File: src/rtl/perf_pkg.sv
// Shared definitions for the commit/trace performance sequencer: stage indices,
// the per-instruction cost record and the per-stage FSM state encoding.
package perf_pkg;

  localparam int NSTAGE    = 5;
  localparam int STAGE_IFU = 0;
  localparam int STAGE_IDU = 1;
  localparam int STAGE_EXU = 2;
  localparam int STAGE_LSU = 3;
  localparam int STAGE_WBU = 4;

  // Record fields are stored at this fixed width; CNT_W must not exceed it.
  localparam int REC_W = 64;

  typedef logic [REC_W-1:0] recCnt_t;

  typedef struct packed {
    recCnt_t [NSTAGE-1:0] cost;
    recCnt_t              missCost;
    logic                 icacheUsed;
    logic                 icacheHit;
  } perf_rec_t;

  typedef enum logic {
    IDLE = 1'b0,
    BUSY = 1'b1
  } stage_state_e;

endpackage

File: src/rtl/stage_cycle_counter.sv
// One stage's IDLE/BUSY tracker: counts cycles between input and output fire
// and reports the cost on completion, or a violation for an unmatched output fire.
module stage_cycle_counter
  import perf_pkg::*;
#(
  parameter int CNT_W = 64
) (
  input  logic             clock,
  input  logic             reset,
  input  logic             enable,
  input  logic             inFire,
  input  logic             outFire,
  output logic             done,
  output logic [CNT_W-1:0] cost,
  output logic             violation,
  output logic             busy
);

  localparam logic [CNT_W-1:0] CNT_ONE = CNT_W'(1);
  localparam logic [CNT_W-1:0] CNT_MAX = '1;

  stage_state_e     state, stateNext;
  logic [CNT_W-1:0] cnt, cntNext;

  always_ff @(posedge clock) begin
    if (reset) begin
      state <= IDLE;
      cnt   <= '0;
    end else begin
      state <= stateNext;
      cnt   <= cntNext;
    end
  end

  // While frozen nothing moves and no event is reported.
  always_comb begin
    stateNext = state;
    cntNext   = cnt;
    done      = 1'b0;
    cost      = '0;
    violation = 1'b0;
    if (enable) begin
      case (state)
        IDLE: begin
          if (inFire && outFire) begin
            done = 1'b1;
            cost = CNT_ONE;
          end else if (inFire) begin
            stateNext = BUSY;
            cntNext   = CNT_ONE;
          end else if (outFire) begin
            violation = 1'b1;
          end
        end
        BUSY: begin
          cntNext = (cnt == CNT_MAX) ? cnt : cnt + CNT_ONE;
          if (outFire) begin
            done = 1'b1;
            cost = cntNext;
            if (inFire) begin
              cntNext = CNT_ONE;
            end else begin
              stateNext = IDLE;
              cntNext   = '0;
            end
          end
        end
        default: begin
          stateNext = IDLE;
        end
      endcase
    end
  end

  assign busy = (state == BUSY);

endmodule

File: src/rtl/commit_perf_sequencer.sv
// Tracks the five stage handshakes, carries per-instruction costs down a record
// pipeline and emits one registered sync_en per commit, plus halt/watchdog/protocol flags.
module commit_perf_sequencer
  import perf_pkg::*;
#(
  parameter int CNT_W      = 64,
  parameter int WDOG_LIMIT = 0
) (
  input  logic                    clock,
  input  logic                    reset,
  input  logic [NSTAGE-1:0]       stage_in_fire,
  input  logic [NSTAGE-1:0]       stage_out_fire,
  input  logic                    icache_need,
  input  logic                    icache_miss_begin,
  input  logic                    icache_miss_end,
  input  logic                    sim_end_in,
  output logic                    sync_en,
  output logic [NSTAGE*CNT_W-1:0] cost_stage,
  output logic [CNT_W-1:0]        icache_miss_cost,
  output logic                    icache_hit,
  output logic                    icache_used,
  output logic                    sim_end_out,
  output logic [CNT_W-1:0]        instret,
  output logic                    halted,
  output logic                    timeout,
  output logic                    proto_err
);

  localparam logic [CNT_W-1:0] CNT_ONE  = CNT_W'(1);
  localparam logic [CNT_W-1:0] CNT_MAX  = '1;
  localparam logic [CNT_W-1:0] WDOG_LIM = CNT_W'(WDOG_LIMIT);

  logic                active;
  logic [NSTAGE-1:0]   inOk, chainErr, done, violation, busy;
  logic [CNT_W-1:0]    stageCost [NSTAGE];

  assign active = !halted;

  // A downstream input fire only counts when it lines up with the upstream output fire.
  always_comb begin
    inOk     = '0;
    chainErr = '0;
    inOk[0]  = active && stage_in_fire[0];
    for (int i = 1; i < NSTAGE; i++) begin
      inOk[i]     = active && stage_in_fire[i] && stage_out_fire[i-1];
      chainErr[i] = active && stage_in_fire[i] && !stage_out_fire[i-1];
    end
  end

  for (genvar g = 0; g < NSTAGE; g++) begin : gStage
    stage_cycle_counter #(.CNT_W(CNT_W)) uCounter (
      .clock     (clock),
      .reset     (reset),
      .enable    (active),
      .inFire    (inOk[g]),
      .outFire   (stage_out_fire[g]),
      .done      (done[g]),
      .cost      (stageCost[g]),
      .violation (violation[g]),
      .busy      (busy[g])
    );
  end

  logic             needLatched, missActive, missSeen;
  logic [CNT_W-1:0] missCnt;
  logic             baseNeed, baseActive, baseSeen;
  logic [CNT_W-1:0] baseCnt;
  logic             curActive, curSeen;
  logic [CNT_W-1:0] curCnt;
  logic             beginErr, endErr, restartFetch;

  // A fetch entering an idle IFU owns this cycle's miss events; on a restart the
  // events still belong to the fetch that is leaving.
  always_comb begin
    baseNeed   = needLatched;
    baseActive = missActive;
    baseSeen   = missSeen;
    baseCnt    = missCnt;
    if (inOk[0] && !busy[0]) begin
      baseNeed   = icache_need;
      baseActive = 1'b0;
      baseSeen   = 1'b0;
      baseCnt    = '0;
    end
    curActive = baseActive;
    curSeen   = baseSeen;
    curCnt    = baseCnt;
    beginErr  = active && icache_miss_begin && !baseNeed;
    if (active && baseActive) begin
      curCnt = (baseCnt == CNT_MAX) ? baseCnt : baseCnt + CNT_ONE;
    end
    if (active && icache_miss_begin && baseNeed) begin
      curActive = 1'b1;
      curSeen   = 1'b1;
      curCnt    = CNT_ONE;
    end
    endErr = active && icache_miss_end && !curActive;
    if (active && icache_miss_end) begin
      curActive = 1'b0;
    end
    restartFetch = inOk[0] && busy[0] && stage_out_fire[0];
  end

  always_ff @(posedge clock) begin
    if (reset) begin
      needLatched <= 1'b0;
      missActive  <= 1'b0;
      missSeen    <= 1'b0;
      missCnt     <= '0;
    end else if (restartFetch) begin
      needLatched <= icache_need;
      missActive  <= 1'b0;
      missSeen    <= 1'b0;
      missCnt     <= '0;
    end else begin
      needLatched <= baseNeed;
      missActive  <= curActive;
      missSeen    <= curSeen;
      missCnt     <= curCnt;
    end
  end

  perf_rec_t rec    [1:NSTAGE-1];
  perf_rec_t finRec [NSTAGE];

  // finRec[i] is the record of the instruction leaving stage i this cycle; a
  // single-cycle pass through an idle stage takes the upstream record directly.
  always_comb begin
    finRec[0]                = '0;
    finRec[0].missCost       = recCnt_t'(curCnt);
    finRec[0].icacheUsed     = baseNeed;
    finRec[0].icacheHit      = baseNeed && !curSeen;
    finRec[0].cost[STAGE_IFU] = recCnt_t'(stageCost[0]);
    for (int i = 1; i < NSTAGE; i++) begin
      finRec[i]         = (inOk[i] && !busy[i]) ? finRec[i-1] : rec[i];
      finRec[i].cost[i] = recCnt_t'(stageCost[i]);
    end
  end

  logic [CNT_W-1:0] wdog, wdogNext;

  assign wdogNext = sync_en ? '0 : ((wdog == CNT_MAX) ? wdog : wdog + CNT_ONE);

  always_ff @(posedge clock) begin
    if (reset) begin
      for (int i = 1; i < NSTAGE; i++) begin
        rec[i] <= '0;
      end
      sync_en          <= 1'b0;
      cost_stage       <= '0;
      icache_miss_cost <= '0;
      icache_hit       <= 1'b0;
      icache_used      <= 1'b0;
      sim_end_out      <= 1'b0;
      instret          <= '0;
      halted           <= 1'b0;
      timeout          <= 1'b0;
      proto_err        <= 1'b0;
      wdog             <= '0;
    end else begin
      // A stage keeps a record when an instruction enters and stays there.
      for (int i = 1; i < NSTAGE; i++) begin
        if (inOk[i] && (busy[i] == stage_out_fire[i])) begin
          rec[i] <= finRec[i-1];
        end
      end
      sync_en <= done[STAGE_WBU];
      if (done[STAGE_WBU]) begin
        for (int i = 0; i < NSTAGE; i++) begin
          cost_stage[i*CNT_W +: CNT_W] <= finRec[STAGE_WBU].cost[i][CNT_W-1:0];
        end
        icache_miss_cost <= finRec[STAGE_WBU].missCost[CNT_W-1:0];
        icache_hit       <= finRec[STAGE_WBU].icacheHit;
        icache_used      <= finRec[STAGE_WBU].icacheUsed;
        sim_end_out      <= sim_end_in;
        instret          <= (instret == CNT_MAX) ? instret : instret + CNT_ONE;
        if (sim_end_in) begin
          halted <= 1'b1;
        end
      end
      if (active) begin
        wdog <= wdogNext;
        if (WDOG_LIMIT != 0 && wdogNext >= WDOG_LIM) begin
          timeout <= 1'b1;
        end
      end
      proto_err <= proto_err | (|violation) | (|chainErr) | beginErr | endErr;
    end
  end

endmodule

File: config.mk
export PLATFORM = sky130hd
export DESIGN_NAME = commit_perf_sequencer
export DESIGN_NICKNAME = d
export VERILOG_FILES = /design/src/rtl/perf_pkg.sv /design/src/rtl/stage_cycle_counter.sv /design/src/rtl/commit_perf_sequencer.sv
export SDC_FILE = /design/constraint.sdc
export NUM_CORES = 2
export LEC_CHECK = 0
export ABC_CLOCK_PERIOD_IN_PS = 36400
export BUFFER_PORTS_ARGS = -buffer_cell sky130_fd_sc_hd__buf_4
export CAP_MARGIN = 20
export CORE_MARGIN = 2
export CORE_UTILIZATION = 50
export CTS_BUF_LIST = sky130_fd_sc_hd__clkbuf_8
export DETAILED_ROUTE_END_ITERATION = 7
export HOLD_SLACK_MARGIN = 0.15
export PLACE_DENSITY = 0.73
export SYNTH_ARGS = -nofsm -noshare
export SYNTH_HDL_FRONTEND = slang
export SYNTH_SLANG_ARGS = --single-unit
File: constraint.sdc
create_clock -name clock -period 36.4 [get_ports clock]
set_input_delay 3.64 -clock clock [delete_from_list [all_inputs] [get_ports clock]]
set_output_delay 3.64 -clock clock [all_outputs]
set_load 0.02 [all_outputs]
Word-level counts from Yosys, hierarchy flattened
Memory sizes are Yosys's and may differ from the RTL's.
Index checks and enable logic that the tools add are counted.
{ "totals": {"ff_bits": 846, "latch_bits": 0, "mem_bits_rw": 1544, "mem_bits_ro": 0, "inputBits": 16, "output_inout_bits": 455, "wordCells": 257, "n_memories": 1} }
{ "op_classes": {"add_sub_neg": 7, "mul": 0, "div": 0, "n_lt_le_gt_ge": 0, "n_eq_ne": 21, "n_shift": 0, "mux": 130, "bitwise": 15, "reduce_logical": 60} }
{ "mem_list": {"columns": ["name", "words", "word_bits", "read_ports", "rd_ports_with_merged_regs", "write_ports", "line", "rtl"], "rows": [
  ["rec", 4, 386, 4, 0, 4, "commit_perf_sequencer.sv:123", "perf_rec_t rec [1:NSTAGE-1];"]
]} }
{ "ops": {"columns": ["cell", "n"], "rows": [
  ["$mux 386", 7],
  ["$mux 64", 34],
  ["$pmux 64 s2", 10],
  ["$add 64x1->64 const B", 7],
  ["$eq 64x64->1 const B", 7],
  ["$mux 322", 1],
  ["$mux 1", 72],
  ["$logic_and 1x1->1", 36],
  ["$reduce_and 3->1", 5],
  ["$logic_not 1->1", 13],
  ["$pmux 1 s2", 6],
  ["$ne 2x1->1 const B", 5],
  ["$ne 2x2->1 const B", 5],
  ["$or 1x1->1", 8],
  ["$not 1->1", 7],
  ["$reduce_or 5->1", 1],
  ["$eq 1x1->1", 4],
  ["$reduce_and 2->1", 2],
  ["$reduce_or 4->1", 1],
  ["$reduce_or 3->1", 1],
  ["$reduce_or 2->1", 1]
]} }

Depth between registers and ports, before layout
{ "logic_depth": {"ltp_word": 12, "depth_mapped": 17} }

Cells and area by module
From an unflattened synthesis, not the netlist that was laid out.
{ "unflattened": {"cells_unflattened": 9405, "area_unflattened_um2": 86402.9} }
{ "modules_own_cells": {"columns": ["mod", "instances", "cells_per_inst", "area_per_inst_um2"], "rows": [
  ["commit_perf_sequencer", 1, 5835, 61729.2],
  ["stage_cycle_counter", 5, 714, 4934.7]
]} }

Least setup slack after synthesis
OpenSTA, ideal clock, no wires.
{ "synth_path": {"path_type": "input -> register", "start": "input port stage_out_fire[3]", "end": "register rec[0][1544] (netlist name)", "setup_time_ns": 1.452, "t_arrival_ns": 26.418, "path_slack_ns": 8.531, "stages": 3, "path_cell_list": "clkbuf_1 nand4_1 o21ai_0"} }
{ "synth_lines": {"columns": ["element", "line", "rtl"], "rows": [
  ["start, declared", "commit_perf_sequencer.sv:12", "input logic [NSTAGE-1:0] stage_out_fire,"]
]} }

==> out/metrics.csv <==
metric,value,unit
status,"complete, no violations",
total number of vias,70960,
CP arrival,8.02,ns
Max-Cap Viols,0,
CP endpoint kind,register,
fin crit period,7.258,ns
Worst-Skew Late Latency,1.07,ns
Crit Path Class,primary input to register,
CP top delay family,simple AND/OR/NAND/NOR gates,
CTS tree,yes,
share of the synthesized area in the top cell type,33.31,%
die area,166200,sq um
Starting Density,50.23,%
Post-Syn Nets,8819,
die width,407.7,um
most frequent cells in the layout,"1,386 x nor2_1, 904 x edfxtp_1, 870 x nand2_1, 845 x dfxtp_1, 716 x o21ai_0",
"flops & latches, synth",1750,
Tot Pwr,4.332,mW
vias in the first global route,66600,
htree depth,5,
largest net degree at the start of global routing,187,
Hold Path Class,register to register,
GR Overflow Total,0,
routed wire length,270.4,mm
Post-synth EDFFs,904,
Yosys Warn Count,0,
global-route wire length before repair,405.7,mm
fmax,0.1378,GHz
final net count,9076,
Port-buffer cells,469,
register area share after synthesis,54.10,%
vias per cell,6.188,
clk buf depth,4,
Die Y,407.7,um
placed cell areas,86570,sq um
Final HPWL DP,172.1,mm
crit-path cells,buf_4 > or3b_2 > buf_4 > and2_1 > ha_1 > nand4_1 > nor4_1 > and2_0 > a21oi_1 > nor4b_1 > xnor2_1 > a221oi_1 > or3_1 > a21oi_1,
Critical Path Fanout Max,42,
max-slew violations,0,
PostCTS Resize Cnt,0,
hold_ws,0.4203,ns
cell area after layout,92650,sq um
CTS Buf Count,313,
# rows,148,
Syn Inst Count,8796,
Yosys top cell by area,edfxtp_1,
Critical Path RT,37.16,ns
critical path buffer and inverter count,2,
share of cells above drive strength 1,11.93,%
GRT Util Overall,31.26,%
io pins,471,
Yosys cell types,96,
area of the mapped netlist,81480,sq um
antenna violations before repair,8,
"commonest non-fill, non-tap cell in the layout",nor2_1,
RSZ-0062 raised after global routing,no,
worst-margin pin slew,1.234,ns
Worst path slowest cell,nor4b_1,
critical path startpoint category,primary input,
ys flop type,edfxtp_1,
CTS Hold Buffers Added,0,
Cells after DPL,10910,
CORE AREA,162200,sq um
clock root cell,clkbuf_8,
CTS Sinks,1750,
Final setup viols,0,
final cell count without fillers,11470,
power per cell area,46.76,nW/um^2
Final GP Congestion,0.9614,
Fin Clk Skew,0.08301,ns
DRT Pass-1 Iters,7,
final critical-path share of the clock period,19.94,%
drt initial violations,7425,
area delta synth->final,13.70,%
"CTS clk-pin slew, worst paths",0.06,ns
crit-path max cell delay,0.70,ns
top post-synthesis cells by area,"edfxtp_1 33%, dfxtp_1 21%, nor2_1 6.5%",
synthesized area per cell,9.264,sq um
# Post-CTS Setup Buffers,0,
Routed WL per cell,23.58,um
Post-synth ARST share,0,%
final hold viol count,0,
post-route ant nets,0,
leak pwr,32.57,nW
worst rel slew slack,17.62,%
Max IR drop VDD,0.04378,mV
DRC Markers,0,
TNS Setup,0,ns
-- per-layer routing --
metal | vias up | routed length [um] | global-route usage [%]
met5 | - | 57 | 0
met3 | 568 | 26320 | 7.541
met4 | 10 | 11720 | 13.56
met2 | 3476 | 123900 | 49.56
li1 | 32480 | - | -
met1 | 34430 | 108400 | 40.77
-- flip-flops by register name, summed over array words and instances, names as in the netlist --
| signal | flops |
|---|---|
| missSeen | 1 |
| proto_err | 1 |
| icache_miss_cost | 64 |
| missCnt | 64 |
| needLatched | 1 |
| sim_end_out | 1 |
| sync_en | 1 |
| icache_hit | 1 |
| gStage.uCounter.cnt | 320 |
| instret | 64 |
| gStage.uCounter.busy | 5 |
| missActive | 1 |
| halted | 1 |
| icache_used | 1 |
| rec | 904 |
| cost_stage | 320 |
-- cell usage after synthesis (38+ instances only) --
library cell,count
buf_1,47
nor3_1,247
inv_1,55
a211oi_1,91
xnor2_1,257
a21oi_1,626
a31oi_1,106
a21o_1,45
o31ai_1,55
nor4_1,87
nor2b_1,112
nor2_1,1403
o22ai_1,62
o211ai_1,39
and3_1,148
a22oi_1,186
nand3_1,230
or3_1,92
o21ai_0,720
nand2_1,877
and2_1,77
dfxtp_1,846
xor2_1,165
a221oi_1,38
nand4_1,128
clkbuf_1,591
a311oi_1,58
edfxtp_1,904
and4_1,57
-- metrics by stage --
step / setup WS [ns] / utilization (%)
after floorplan: 8.531 / -
after global placement: 28.39 / 53.34
after detailed placement: 28.20 / 53.37
after CTS: 29.33 / 57.07
after global routing: 29.06 / 57.11
final: 29.14 / 57.11
-- worst register-to-register path: stages, from the launching register on --
cell      delay, ns
dfxtp_2        0.48
buf_4          0.36
buf_4          0.50
nor3b_2        0.15
buf_4          0.26
nor4_1         0.58
nand4_1        0.44
a21oi_1        0.65
nor4b_1        0.70
xnor2_1        0.20
a221oi_1       0.47
or3_1          0.18
a21oi_1        0.06
-- path summary, 6_finish.rpt --
kind,startpoint,end,slack (ns),cells after the start
setup / recovery,stage_in_fire[0],rec[0][1609]$_SDFFCE_PN0P_,29.14,14
hold / removal,rec[0][1648]$_SDFFCE_PN0P_,cost_stage[38]$_SDFFE_PP0P_,0.42,2
setup reg to reg,halted$_SDFFE_PP0P_,rec[0][1609]$_SDFFCE_PN0P_,31.07,12
hold reg to reg,rec[0][1648]$_SDFFCE_PN0P_,cost_stage[38]$_SDFFE_PP0P_,0.42,2
-- report_power, final --
group / leakage (nW) / internal, mW / switching (mW) / total (mW)
Clock: 3.52 / 0.968 / 0.830 / 1.80
Sequential: 16.3 / 2.15 / 0.0357 / 2.19
Combinational: 12.7 / 0.0885 / 0.258 / 0.346
Total: 32.6 / 3.21 / 1.12 / 4.33
-- cell families (layout without fill, tap and decap cells) --
| kind of cell | count (synthesis) | in the layout | synth area share (%) |
|---|---|---|---|
| fa+ha+maj | 7 | 7 | 0.1075 |
| flops | 1750 | 1750 | 54.10 |
| other cells | 1 | 6 | 0.004602 |
| xor+xnor | 422 | 422 | 4.536 |
| buf+inv | 706 | 1197 | 3.281 |
| simple gates | 3584 | 3584 | 20.18 |
| mux | 26 | 26 | 0.3240 |
| compound gates | 2300 | 2300 | 17.47 |
-- final cells by class --
class	count	area (sq um)
Antenna cell	5	12.51
Clock buffer	363	4996
Clock inverter	186	1001
Fill cell	14230	69570
Inverter	56	215.2
Multi-Input combinational cell	6340	34990
Sequential cell	1750	44080
Tap cell	2175	2721
Timing Repair Buffer	592	4623
(Power assumes the default switching activity.)
